<file path="src/rtl/crypt_block_sequencer_pkg.sv">
// Shared definitions for the block encrypt/decrypt sequencer: opcodes,
// word width, mode encoding and the sequencer state encoding.
package crypt_block_sequencer_pkg;

    // CPU opcodes that launch the sequencer.
    localparam logic [4:0] OP_ENC = 5'b10010;
    localparam logic [4:0] OP_DEC = 5'b10011;

    // Machine word width.
    localparam int DATA_W = 19;

    // Value of the mode input for each direction.
    localparam logic MODE_ENC = 1'b0;
    localparam logic MODE_DEC = 1'b1;

    // Sequencer states.
    typedef enum logic [2:0] {
        ST_IDLE    = 3'd0,
        ST_RD_REQ  = 3'd1,
        ST_RD_WAIT = 3'd2,
        ST_WR_REQ  = 3'd3,
        ST_DONE    = 3'd4
    } state_e;

    // Width of a word counter that reaches len-1 (never narrower than one bit).
    function automatic int idx_width(input int len);
        return (len > 1) ? $clog2(len) : 1;
    endfunction

endpackage

</file>
<file path="src/rtl/crypt_word_xform.sv">
// Combinational per-word transform used on the copy path.
//   encrypt: out = (d ^ key) + idx
//   decrypt: out = (d - idx) ^ key
// All arithmetic wraps at the word width; idx is zero-extended.
module crypt_word_xform
    import crypt_block_sequencer_pkg::*;
#(
    parameter int WORD_W = DATA_W,
    parameter int IDX_W  = 3
) (
    input  logic [WORD_W-1:0] data,
    input  logic [WORD_W-1:0] key,
    input  logic [IDX_W-1:0]  idx,
    input  logic              mode,
    output logic [WORD_W-1:0] result
);

    logic [WORD_W-1:0] idx_ext;

    // Select the transform direction; decrypt undoes encrypt step by step in reverse.
    always_comb begin
        idx_ext = WORD_W'(idx);
        if (mode == MODE_DEC) begin
            result = (data - idx_ext) ^ key;
        end else begin
            result = (data ^ key) + idx_ext;
        end
    end

endmodule

</file>
<file path="src/rtl/crypt_block_sequencer.sv">
// Block encrypt/decrypt sequencer. Copies LEN words from src to dst through
// a shared request/grant memory port, transforming each word in flight.
// Only one memory access is ever outstanding: read word, wait for data,
// write word, then move to the next index.
module crypt_block_sequencer #(
    parameter int DATA_W = crypt_block_sequencer_pkg::DATA_W,
    parameter int ADDR_W = 16,
    parameter int LEN    = 8
) (
    input  logic              clk,
    input  logic              rst,
    input  logic              start,
    input  logic              mode,
    input  logic [ADDR_W-1:0] src_addr,
    input  logic [ADDR_W-1:0] dst_addr,
    input  logic [DATA_W-1:0] key,
    output logic              busy,
    output logic              done,
    output logic              mem_req,
    output logic              mem_we,
    output logic [ADDR_W-1:0] mem_addr,
    output logic [DATA_W-1:0] mem_wdata,
    input  logic              mem_gnt,
    input  logic              mem_rvalid,
    input  logic [DATA_W-1:0] mem_rdata
);

    import crypt_block_sequencer_pkg::*;

    localparam int IDX_W = idx_width(LEN);

    state_e            state_q, state_d;
    logic [IDX_W-1:0]  idx_q,   idx_d;
    logic              mode_q,  mode_d;
    logic [ADDR_W-1:0] src_q,   src_d;
    logic [ADDR_W-1:0] dst_q,   dst_d;
    logic [DATA_W-1:0] key_q,   key_d;
    logic [DATA_W-1:0] wdata_q, wdata_d;
    logic [DATA_W-1:0] xform_out;

    crypt_word_xform #(
        .WORD_W (DATA_W),
        .IDX_W  (IDX_W)
    ) u_xform (
        .data   (mem_rdata),
        .key    (key_q),
        .idx    (idx_q),
        .mode   (mode_q),
        .result (xform_out)
    );

    // State and operand registers; reset clears everything so the port comes up idle.
    always_ff @(posedge clk or posedge rst) begin
        if (rst) begin
            state_q <= ST_IDLE;
            idx_q   <= '0;
            mode_q  <= 1'b0;
            src_q   <= '0;
            dst_q   <= '0;
            key_q   <= '0;
            wdata_q <= '0;
        end else begin
            // NOTE: non-blocking assignments so every flop samples pre-edge values.
            state_q <= state_d;
            idx_q   <= idx_d;
            mode_q  <= mode_d;
            src_q   <= src_d;
            dst_q   <= dst_d;
            key_q   <= key_d;
            wdata_q <= wdata_d;
        end
    end

    // Next-state and output decode; request outputs come straight from the state so reset drops them at once.
    always_comb begin
        // NOTE: every output and next-state value gets a default first so no latch is inferred.
        state_d  = state_q;
        idx_d    = idx_q;
        mode_d   = mode_q;
        src_d    = src_q;
        dst_d    = dst_q;
        key_d    = key_q;
        wdata_d  = wdata_q;
        busy     = 1'b1;
        done     = 1'b0;
        mem_req  = 1'b0;
        mem_we   = 1'b0;
        mem_addr = '0;

        unique case (state_q)
            ST_IDLE: begin
                busy = 1'b0;
                if (start) begin
                    mode_d  = mode;
                    src_d   = src_addr;
                    dst_d   = dst_addr;
                    key_d   = key;
                    idx_d   = '0;
                    state_d = ST_RD_REQ;
                end
            end
            ST_RD_REQ: begin
                mem_req  = 1'b1;
                mem_addr = src_q + ADDR_W'(idx_q);
                if (mem_gnt) begin
                    state_d = ST_RD_WAIT;
                end
            end
            ST_RD_WAIT: begin
                if (mem_rvalid) begin
                    wdata_d = xform_out;
                    state_d = ST_WR_REQ;
                end
            end
            ST_WR_REQ: begin
                mem_req  = 1'b1;
                mem_we   = 1'b1;
                mem_addr = dst_q + ADDR_W'(idx_q);
                if (mem_gnt) begin
                    if (idx_q == IDX_W'(LEN - 1)) begin
                        state_d = ST_DONE;
                    end else begin
                        idx_d   = idx_q + IDX_W'(1);
                        state_d = ST_RD_REQ;
                    end
                end
            end
            ST_DONE: begin
                done    = 1'b1;
                state_d = ST_IDLE;
            end
            default: begin
                busy    = 1'b0;
                state_d = ST_IDLE;
            end
        endcase
    end

    assign mem_wdata = wdata_q;

endmodule

</file>
<file path="config.mk">
export PLATFORM = sky130hd
export DESIGN_NAME = crypt_block_sequencer
export DESIGN_NICKNAME = d
export VERILOG_FILES = /design/src/rtl/crypt_block_sequencer_pkg.sv /design/src/rtl/crypt_word_xform.sv /design/src/rtl/crypt_block_sequencer.sv
export SDC_FILE = /design/constraint.sdc
export NUM_CORES = 1
export LEC_CHECK = 0
export CORE_MARGIN = 2
export CORE_UTILIZATION = 50
export CTS_CLUSTER_SIZE = 24
export DETAILED_ROUTE_END_ITERATION = 12
export PLACE_DENSITY = 0.92
export REMOVE_ABC_BUFFERS = 1
export SLEW_MARGIN = 0
export SYNTH_ARGS = -nofsm -noshare
export SYNTH_HDL_FRONTEND = slang
export SYNTH_SLANG_ARGS = --single-unit
</file>
<file path="constraint.sdc">
create_clock -name clk -period 4.3 [get_ports clk]
set_input_delay 1.075 -clock clk [delete_from_list [all_inputs] [get_ports clk]]
set_output_delay 1.075 -clock clk [all_outputs]
set_load 0.02 [all_outputs]
</file>
Word level (Yosys, flattened, before mapping)
Index checks and enable logic that the tools add are counted.

storage, ports and cells
  register bits after elaboration = 77
  output and inout bits = 39

cells by class
  add/subtract/negate cells = 5
  bitwise operators = 2
  reduce and logical (&&, ||, !) cells = 8
  equal/unequal tests = 10
  muxes and demuxes = 16

operator list
  cell                                           count
  XOR 19 bit                                     2
  adder 16 x 3 -> 16 bit                         2
  case mux 16 bit (2 select lines)               1
  two-way mux 3 bit                              8
  adder 19 x 3 -> 19 bit                         1
  two-way mux 19 bit                             1
  subtractor 19 x 3 -> 19 bit                    1
  case mux 3 bit (4 select lines)                1
  inequality test 2 bit, second input constant   5
  AND reduction 4 bit                            2
  == test 3 x 2 -> 1 bit, second input constant  2
  == test 3 bit, second input constant           2
  case mux 3 bit (2 select lines)                1
  two-way mux 1 bit                              4
  AND reduction 2 bit                            2
  OR reduction 4 bit                             1
  adder 3 x 1 -> 3 bit, second input constant    1
  == test 3 x 1 -> 1 bit, second input constant  1
  logical NOT 3 bit                              1
  nonzero test 2 bit                             1
  OR reduction 2 bit                             1

Logic depth before layout (Yosys ltp)
Gate-level depths: netlist (run 1).

  depth after elaboration = 4
  gate-level depth with buffers = 14

Cells and area by module
A second synthesis (run 1) with hierarchy kept.

second synthesis, totals
  cells, all modules = 537
  area total of the unflattened synthesis = 4797.1 um^2

by module, submodules not included
  module                 cells each  area each (um^2)  sequential area each (um^2)  times used
  crypt_block_sequencer  408         3796.1            1926.8                       1
  crypt_word_xform       129         1001.0            0.0                          1

Worst setup path after synthesis (run 1)
Ideal clock, no wire load.

  path type = register to output
  from = register state_q[2]
  to = output port mem_addr[6]
  arrival time = 3.265 ns
  required time = 3.225 ns
  slack = -0.040 ns
  cell stages (with the launch flop) = 15
  path through = dfrtp_1 > clkbuf_1 > nand3b_1 > buf_1 > buf_2 > nand2_1 > nand2_1 > ha_1 > inv_1 > fa_1 > nor2b_1 > or2_2 > nand4_1 > xor2_1 > a211oi_1

between the ends
  word-level cells in the longest chain between the ends = 2
  elaborated cells on any way between the ends = 3

ends and longest elaborated chain
  item                                                              line                         text
  start: declaration                                                crypt_block_sequencer.sv:32  state_e state_q, state_d;
  start signal: assignment                                          crypt_block_sequencer.sv:64  state_q <= state_d;
  == test 3 x 2 -> 1 bit or == test 3 x 1 -> 1 bit (tied branches)  crypt_block_sequencer.sv:90  unique case (state_q)
  case mux 16 bit (2 select lines) (*)                              crypt_block_sequencer.sv:90
  end: declaration                                                  crypt_block_sequencer.sv:21  output logic [ADDR_W-1:0] mem_addr,

Mark *: on every way between the ends. The rest lies on a longest branch, timed or not.

Worst setup path in the final report (run 1)
  from = register state_q[2]
  to = output port mem_addr[9]

Same word-level chain as after synthesis.

==> results of run 1 <==
final timing paths:
path                         startpoint       endpoint  slack, ns  cells after the start
min in group asynchronous           rst      key_q[11]       0.88                      2
setup reg to reg               idx_q[0]  mem_wdata[18]       1.58                      8
setup / recovery             state_q[2]    mem_addr[9]       0.17                     11
hold / removal             mem_wdata[2]   mem_wdata[2]       0.48                      2
max in group asynchronous           rst       idx_q[1]       2.64                      3
hold reg to reg            mem_wdata[2]   mem_wdata[2]       0.48                      2
critical path, cell delays in order (launching register included):
cell	delay, ns
dfrtp_1	0.39
nand3b_1	0.23
buf_6	0.22
nand2_1	0.09
nand2_1	0.10
ha_1	0.30
a21o_1	0.10
a21o_1	0.25
nand3_1	0.13
xnor2_1	0.15
nor2_1	0.10
clkdlybuf4s50_1	0.63
cell type report:
class / instances / area share, %
Clock buffer: 10 / 2.212
Clock inverter: 6 / 0.7440
Timing Repair Buffer: 130 / 20.33
Inverter: 11 / 0.6636
Sequential cell: 77 / 30.97
Multi-Input combinational cell: 359 / 42.85
Tap cell: 111 / 2.232
cells in the final DEF, fill, tap and decap left out, types with 2 or more instances in the layout:
cell type	n
clkdlybuf4s50_1	104
dfrtp_1	77
mux2_2	58
nand2_1	44
nor2_1	33
xnor2_1	31
o21ai_0	19
mux2i_1	18
nor3_1	17
nand3_1	15
buf_4	15
xor2_1	14
nand4_1	11
ha_1	11
clkbuf_8	10
inv_1	9
nor4_1	8
a21oi_1	7
a31oi_1	5
or4_1	5
or2_2	4
a21o_1	4
or3_1	4
o311a_1	4
dlygate4sd2_1	4
dlymetal6s2s_1	4
nand2b_1	3
nor2b_1	3
o211ai_1	3
a211oi_1	3
and2_1	3
fa_1	3
inv_2	2
and3_1	2
o31a_1	2
nor3b_1	2
a22oi_1	2
a32oi_1	2
clkinvlp_4	2
clkinv_4	2
per-layer routing:
layer	global-route usage (%)	share of wire, %
met2	42.62	49
met3	4.369	6.1
met1	31.63	43
met5	0	0
met4	8.524	2.4
cell families after synthesis:
logic type / after synthesis / synth area share, %
AOI/OAI and AO/OA: 59 / 8.327
xor gates and xnor gates: 45 / 8.380
adders and majority gates: 14 / 4.203
buffers and inverters: 31 / 2.527
DFF: 77 / 40.97
muxes: 76 / 17.72
and+or+nand+nor: 165 / 17.88
registers in the layout (all words and copies together), names as in the netlist:
signal     count
key_q         19
state_q        3
idx_q          3
src_q         16
mem_wdata     19
mode_q         1
dst_q         16
report_power, final:
group | leakage [uW] | internal [uW] | switching, uW
Clock | 0.0000889 | 228 | 282
Combinational | 0.00162 | 1260 | 1340
Sequential | 0.000933 | 1080 | 330
through the flow:
step | util (%) | TNS, ns
floorplan | - | -169.05
global placement | 65.59 | 0
detailed placement | 65.59 | 0
CTS | 67.55 | 0
global route | 67.66 | -0.01153
finish | 67.66 | 0
==> impl_metrics.py, run 1 <==
metrics = {
    "cts": {
        "cts_resized": 7,
        "cts-buffers-inserted": 9,
        "clock_path_buffers": 2,
        "htree_num_levels": 3,
        "clkTransAtPathRegs_ns": 0.09,
        "postCtsSetupBuffers": 0,
        "clock_sinks": 77,
        "cts_tree": "built",
        "ctsHoldBuffers": 0,
        "clk_latency_ns": 0.35,
        "cts_root_buf": "clkbuf_8",
    },
    "die": {
        "core_um2": 9196,
        "dieHeight_um": 101.0,
        "io_pins": 115,
        "num_rows": 35,
        "start_util_pct": 51.14,
        "die_area_um2": 10200,
        "fp.dieW_um": 101.0,
    },
    "global_route": {
        "antenna_found_initial": 0,
        "overflow": 0,
        "first_global_vias": 4171,
        "grt_pass1_wl_um": 20040,
        "grt_max_degree": 50,
        "grt_util_all_layers_pct": 24.82,
    },
    "power": {
        "ir_worst_vdd_v": 0.0005558,
        "power_leakage_uw": 0.002646,
        "power.density_nw_per_um2": 725.6,
        "fin_total_pwr_uw": 4515,
    },
    "cells_and_area": {
        "num-fill-cells": 716,
        "fin_cells": 704,
        "fin_nets": 678,
        "area_delta_synth_final_pct": 32.30,
        "regArea_um2": 1927,
        "drive_above_1_share_pct": 17.03,
        "insertedDiodeCount": 0,
        "stdcell_area_um2": 6222,
        "multi_input_area_um2": 2666,
    },
    "placement": {
        "dp_hpwl_um": 9328,
        "dpl.cell_count": 688,
        "dp_slack_ns": 0.1619,
        "io_buffers": 114,
        "dpl_cell_area_um2": 6032,
        "gp_congestion": 0.9614,
    },
    "logic_synthesis": {
        "ys.flop_type": "dfrtp_1",
        "ys_seq_area_share_pct": 40.97,
        "synth-edff-count": 0,
        "synthTopCellsByArea": "dfrtp_1 41%, mux2_2 14%, xnor2_1 5.8%",
        "syn_inst": 467,
        "synth_top_area_share_pct": 40.97,
        "yosysTopAreaCell": "dfrtp_1",
        "ys_warn_count": 0,
        "synth_common_cells": "77 x dfrtp_1, 58 x mux2_2, 44 x nand2_1",
        "synth-async-reset-ratio_pct": 100.0,
        "synth_most_common_cell": "dfrtp_1",
        "synth_area_um2": 4703,
        "syn_area_per_cell_um2": 10.07,
        "yosys.cell_types.count": 54,
        "synth_seq_cells": 77,
    },
    "job": {
        "drv_cap": 0,
    },
    "sta": {
        "whs_ns": 0.4841,
        "min_period_ns": 4.130,
        "fmax_mhz": 242.1,
        "tightest_slew_ns": 0.6400,
        "finalSetupViolCount": 0,
        "slew-limit-headroom_pct": 57.00,
        "hold_viol": 0,
        "fin_skew_ns": 0.01147,
        "rsz0062_at_grt": "true",
        "drv_slew": 0,
        "worst_slack_ns": 0.1699,
        "period_share_pct": 96.05,
    },
    "detailed_routing": {
        "wire_per_inst_um": 17.44,
        "route.detailed.drc": 0,
        "drtAntennaViolNets": 0,
        "drtIter0Drc": 238,
        "dr.pass1.iters": 4,
        "routed_via_density": 5.749,
        "via_count": 4047,
        "routed_wl_um": 12280,
    },
    "status": {
        "status": "finished, final reports clean",
    },
    "worst_setup_path": {
        "worstSetupPathType": "reg -> out",
        "crit_path_start_kind": "flop",
        "critPathCaptureType": "primary output",
        "cp_max_fo": 19,
        "arrival_ns": 3.06,
        "worstPathRequired_ns": 3.22,
    },
    "min_path": {
        "worst_hold_path_type": "reg -> reg",
    },
}
No activity file was read; power rests on OpenSTA's default activity.
==> run 2, diff against run 1 <==
--- a/config.mk
+++ b/config.mk
@@ -11,6 +11,7 @@
 export DETAILED_ROUTE_END_ITERATION = 12
 export PLACE_DENSITY = 0.92
 export REMOVE_ABC_BUFFERS = 1
+export SETUP_SLACK_MARGIN = 0.4
 export SLEW_MARGIN = 0
 export SYNTH_ARGS = -nofsm -noshare
 export SYNTH_HDL_FRONTEND = slang
==> impl_metrics.py, run 2 (synthesized netlist as in run 1, its figures left out) <==
metrics = {
    "status": {
        "status": "finished, final reports clean",
    },
    "sta": {
        "slew-limit-headroom_pct": 56.43,
        "finalSetupViolCount": 0,
        "fmax_mhz": 256.5,
        "hold_viol": 0,
        "drv_slew": 0,
        "tightest_slew_ns": 0.6486,
        "min_period_ns": 3.899,
        "fin_skew_ns": 0.01129,
        "worst_slack_ns": 0.4013,
        "period_share_pct": 90.67,
        "whs_ns": 0.4841,
        "rsz0062_at_grt": "true",
    },
    "detailed_routing": {
        "drtAntennaViolNets": 0,
        "wire_per_inst_um": 17.65,
        "routed_via_density": 5.776,
        "dr.pass1.iters": 4,
        "routed_wl_um": 12530,
        "route.detailed.drc": 0,
        "drtIter0Drc": 247,
        "via_count": 4101,
    },
    "die": {
        "start_util_pct": 51.14,
        "num_rows": 35,
        "die_area_um2": 10200,
        "io_pins": 115,
        "fp.dieW_um": 101.0,
        "core_um2": 9196,
        "dieHeight_um": 101.0,
    },
    "min_path": {
        "holdPathStages": 2,
        "worst_hold_path.endpoint": "mem_wdata[2]",
        "hp-start": "mem_wdata[2]",
        "worst_hold_path_type": "reg -> reg",
    },
    "worst_setup_path": {
        "crit_top_cell": "nand2_1",
        "r2r_setup_slack_ns": 1.57,
        "r2r-end": "mem_wdata[18]",
        "rr_worst_depth": 8,
        "cp_max_fo": 4,
        "r2r_start": "idx_q[0]",
        "worstPathRequired_ns": 3.22,
        "path_buf_inv": 3,
        "critPathCaptureType": "primary output",
        "path_cells": "nand3b_1 > inv_2 > nand2_1 > nand2_1 > ha_2 > inv_1 > fa_2 > nor2b_4 > or2_4 > nand4_1 > xor2_1 > a211oi_2 > buf_4",
        "critPathTopFamily": "simple AND/OR/NAND/NOR gates",
        "arrival_ns": 2.82,
        "worst_path_max_delay_cell": "dfrtp_1",
        "critPathMaxStageDelay_ns": 0.41,
        "worstSetupPathType": "reg -> out",
        "crit_path_start_kind": "flop",
    },
    "cells_and_area": {
        "final_common_cell": "clkdlybuf4s50_1",
        "drive_above_1_share_pct": 19.70,
        "fin_nets": 684,
        "area_delta_synth_final_pct": 33.01,
        "mostFrequentLayoutCells": "100 x clkdlybuf4s50_1, 77 x dfrtp_1, 58 x mux2_2, 44 x nand2_1, 33 x nor2_1",
        "insertedDiodeCount": 0,
    },
    "placement": {
        "dp_slack_ns": 0.1619,
        "io_buffers": 114,
        "gp_congestion": 0.9614,
        "dp_hpwl_um": 9328,
    },
    "global_route": {
        "antenna_found_initial": 0,
        "grt_util_all_layers_pct": 24.95,
        "grt_max_degree": 50,
        "grt_pass1_wl_um": 20150,
        "overflow": 0,
        "first_global_vias": 4173,
    },
    "power": {
        "ir_worst_vdd_v": 0.0005549,
        "power_leakage_uw": 0.002633,
        "power.density_nw_per_um2": 730.5,
    },
    "cts": {
        "clk_latency_ns": 0.35,
        "cts_root_buf": "clkbuf_8",
        "cts_tree": "built",
        "clkTransAtPathRegs_ns": 0.09,
        "clock_sinks": 77,
        "ctsHoldBuffers": 0,
        "cts-buffers-inserted": 9,
        "htree_num_levels": 3,
        "clock_path_buffers": 2,
    },
    "job": {
        "drv_cap": 0,
    },
}
run 2: cell count changes in the layout (fill, tap and decap cells not counted), sizes merged:
| cell | change |
|---|---|
| dlygate4sd2 | +2 |
| buf | +11 |
| clkdlybuf4s50 | -4 |
| dlymetal6s2s | -4 |
| clkbuf | +1 |
run 2: layout make-up:
| type | count | area, um2 |
|---|---|---|
| clock buffer | 10 | 137.6 |
| multi-input combinational | 359 | 2691 |
| sequential | 77 | 1927 |
| inverter | 11 | 41.29 |
| timing repair buffer | 136 | 1274 |
| tap | 111 | 138.9 |
| clock inverter | 6 | 46.29 |
| fill | 701 | 2940 |
run 2: repair_timing:
action	4_1_cts	5_1_grt
endpoints found under the setup margin	14	11
setup buffers	2	4
resized for setup	35	15
pin swaps	0	4
run 2: worst max-delay path by stage:
stage | startpoint | slack [ns] | depth (start not counted) | endpoint
detailed placement | state_q[0] | 0.16 | 12 | mem_addr[6]
finish | state_q[2] | 0.40 | 13 | mem_addr[6]
global route | state_q[2] | 0.27 | 13 | mem_addr[6]
floorplan | start | -3.09 | 2 | dst_q[0]
global placement | state_q[1] | 0.23 | 12 | mem_addr[6]
CTS | state_q[2] | 0.26 | 13 | mem_addr[6]
run 2: power breakdown:
part | total, uW | switching (uW) | internal, uW
combinational | 2650 | 1370 | 1270
clock | 512 | 283 | 228
sequential | 1410 | 335 | 1080
total | 4570 | 1990 | 2580
run 2: metal layers:
metal	wire (um)	track usage [%]
met5	0	0
met4	261	8.212
met3	769	3.745
met2	6250	43.38
met1	5252	31.90
run 2: stage by stage:
stage / instance area [um2] / std cells / TNS [ns] / util, % / power, uW
floorplan: 4626 / 447 / -169.05 / - / 3041
global placement: 6032 / 688 / 0 / 65.59 / 3901
detailed placement: 6032 / 688 / 0 / 65.59 / 4008
CTS: 6216 / 706 / 0 / 67.59 / 4491
global route: 6256 / 710 / 0 / 68.03 / 4892
finish: 6256 / 710 / 0 / 68.03 / 4570
run 2: worst min-delay path: cells and delay by family (launching register included):
kind	cells	cell delay (ns)
simple gates	1	0.05
flops	1	0.35
compound gates	1	0.06
==> RTL edit 1, RTL diff (config.mk and constraints of run 1) <==
Take the reset off `key_q` and `wdata_q` and load them in a clocked block of their own.
--- a/src/rtl/crypt_block_sequencer.sv
+++ b/src/rtl/crypt_block_sequencer.sv
@@ -59,4 +59,2 @@
             dst_q   <= '0;
-            key_q   <= '0;
-            wdata_q <= '0;
         end else begin
@@ -68,5 +66,8 @@
             dst_q   <= dst_d;
-            key_q   <= key_d;
-            wdata_q <= wdata_d;
         end
+    end
+
+    always_ff @(posedge clk) begin
+        key_q   <= key_d;
+        wdata_q <= wdata_d;
     end
Formal check against the unedited RTL: differs if rst is asserted again (counterexample within 4 cycles, from zero or initial values and one cycle with rst high); with rst held inactive, the same outputs for 10 cycles.
==> RTL edit 1 against run 1 <==
- fmax increased by 0.88%
- first-iteration DRC count decreased by 43%
- via count decreased by 13%
- total power decreased by 18%
- synthesized area decreased by 2.8%
- sequential power decreased by 11%
- sequential share of layout area increased by 4.0 points
- sequential cell count unchanged
- worst setup slack improved by 0.036 ns
- utilization increased by 1.2 points
- routed wire length decreased by 12%
- final area decreased by 2.6%
- critical path type unchanged
==> RTL edit 1: results <==
[detailed_routing]
met3_length_um = 885
dr.pass1.iters = 5
drt_iter0_markers = 136
avgViaCountPerCell = 5.56
wl_per_cell_um = 17.0
wl_met1_um = 4290

[critical_path]
critPathArrivalTime_ns = 3.02
r2r_slack_ns = 1.92
reg2reg_depth = 9

[synthesis]
synth_area_leaders = edfxtp_1, dfrtp_1, mux2_2
synth_commonest_cells = dfrtp_1, nand2_1, edfxtp_1, mux2_2, xnor2_1
synthArstFlopShare = 0.506
ys_seq_area_frac = 0.463
synth_cell_types = 71

[clock_tree]
ctsResizeCount = 6

[cells_and_area]
postLayoutCoreUtil = 0.688
seqCellArea_um2 = 2120
fillCellCount = 596
final_nets = 609
nonClkBufAreaFrac = 0.198
signal_buffers = 124
multi_input_area_um2 = 2380

[outcome]
status = finished clean

[global_route]
grtUsageTotal = 0.224
grt_pass1_wl_um = 17500
grt_start_max_net_pins = 40
first_global_vias = 3683

[place]
gp_congestion = 0.885
place_area_um2 = 5870
dp_hpwl_um = 8040

[timing]
fin_worst_skew_ns = 0.00947

[power_and_ir_drop]
power.leakage_nw = 2.34
p_int_mw = 2.22
[RTL edit 1: cell types whose count changed after synthesis, moves of 12 or more]
| cell | delta |
|---|---|
| clkbuf_1 | -12 |
| o21ai_0 | -14 |
| dfrtp_1 | -38 |
| nor3_1 | -12 |
| mux2_2 | -22 |
| edfxtp_1 | +38 |
[RTL edit 1: worst min-delay path by stage]
stage,slack (ns),to,startpoint,cells past startpoint
after global placement,0.49,dst_q[12],dst_q[12],1
final,0.51,dst_q[12],dst_q[12],1
after detailed placement,0.49,dst_q[12],dst_q[12],1
after global routing,0.53,src_q[14],src_q[14],1
after floorplan,0.47,dst_q[12],dst_q[12],1
after CTS,0.51,dst_q[12],dst_q[12],1
[RTL edit 1: cells by family (layout without fill, tap and decap cells)]
logic type	count (synthesis)	after routing	share of synthesized area
AOI/OAI and AO/OA	46	46	0.0775
xor gates and xnor gates	55	55	0.110
adders and majority gates	14	14	0.0433
buffers and inverters	25	151	0.0255
DFF	77	77	0.463
muxes	44	44	0.106
and+or+nand+nor	137	137	0.174
==> RTL edit 2, RTL diff (settings of run 1) <==
Without the edit above. Set the parameter `ADDR_W` to 14 (it was 16).
--- a/src/rtl/crypt_block_sequencer.sv
+++ b/src/rtl/crypt_block_sequencer.sv
@@ -6,3 +6,3 @@
     parameter int DATA_W = crypt_block_sequencer_pkg::DATA_W,
-    parameter int ADDR_W = 16,
+    parameter int ADDR_W = 14,
     parameter int LEN    = 8
Ports: changed (resized dst_addr, mem_addr and src_addr); port bits go from 115 to 109. The function was not compared with the original's and may differ.
==> RTL edit 2 against run 1 <==
- worst setup slack gained 0.070 ns
- sequential power shrank 9%
- sequential cell count shrank 4
- clock skew shrank 0.0024 ns
- critical path depth grew 2
- combinational power shrank 9.2%
- routed wire length shrank 16%
- total power shrank 7.4%
- final area shrank 7.0%
- synthesized area shrank 7.1%
- via count shrank 14%
- worst hold slack gained 0.0032 ns
- utilization shrank 0.35 points
- largest cell class unchanged
- highest routed layer unchanged
==> RTL edit 2: results <==
[outcome]
status = finished clean

[place]
gp_congestion = 0.842
post-place-cells = 614
dp_hpwl_um = 7870

[synthesis]
synth_cell_types = 62
synth_compound_area_frac = 0.0914
synth_area_leaders = dfrtp_1, mux2_2, xnor2_1
synth_fa_ha_area_frac = 0.0453
ys_seq_area_frac = 0.418
avgSynthCellArea_um2 = 10.7
synth_xor_xnor_area_share = 0.104
synth_commonest_cells = dfrtp_1, mux2_2, nand2_1, xnor2_1, xor2_1

[detailed_routing]
wl_per_cell_um = 16.4
avgViaCountPerCell = 5.49
drt_iter0_markers = 172
drt_wl_total_um = 10400

[power_and_ir_drop]
power.leakage_nw = 2.53
p_seq_mw = 1.29
ir_worst_vdd_v = 0.000647
power_clock_uw = 525
power_switching_mw = 1.75
power_mw = 4.18

[global_route]
first_global_vias = 3643
grt_pass1_wl_um = 17100
grt_start_max_net_pins = 46
grtUsageTotal = 0.222

[cells_and_area]
diodes = 0
fillCellCount = 640
drive_gt1_frac = 0.189

[critical_path]
r2r_start = idx_q[1]
endpoint = mem_addr[7]
r2r_slack_ns = 1.68
slowest_delay_ns = 0.46
reg2reg_to = mem_wdata[12]
path_delay_family = simple AND/OR/NAND/NOR gates
worstPathMaxFanout = 7

[timing]
period_share = 0.944
fin_worst_skew_ns = 0.00902

[clock_tree]
cts_buffer_depth = 2
-- RTL edit 2: worst min path at each step --
stage,from,to,slack (ns),depth (start not counted)
after detailed placement,mem_wdata[14],mem_wdata[14],0.48,2
after global routing,mem_wdata[9],mem_wdata[9],0.51,2
after CTS,mem_wdata[14],mem_wdata[14],0.49,2
final,mem_wdata[5],mem_wdata[5],0.49,2
after floorplan,dst_q[12],dst_q[12],0.48,1
after global placement,mem_wdata[4],mem_wdata[4],0.47,2
-- RTL edit 2: metal layers --
metal  routed length, µm  vias up  global-route usage
li1                    -     1651                   -
met1                4220     1678               0.265
met2                5370      120               0.390
met3                 640       16              0.0647
met4                 133        0              0.0630
met5                   0        -                   0
-- RTL edit 2: final cells by class --
cell class	count	area share
inverter	10	0.00649
timing repair buffer	118	0.203
tap	108	0.0234
clock buffer	9	0.0214
clock inverter	6	0.0104
multi-input combinational	307	0.420
sequential	73	0.316
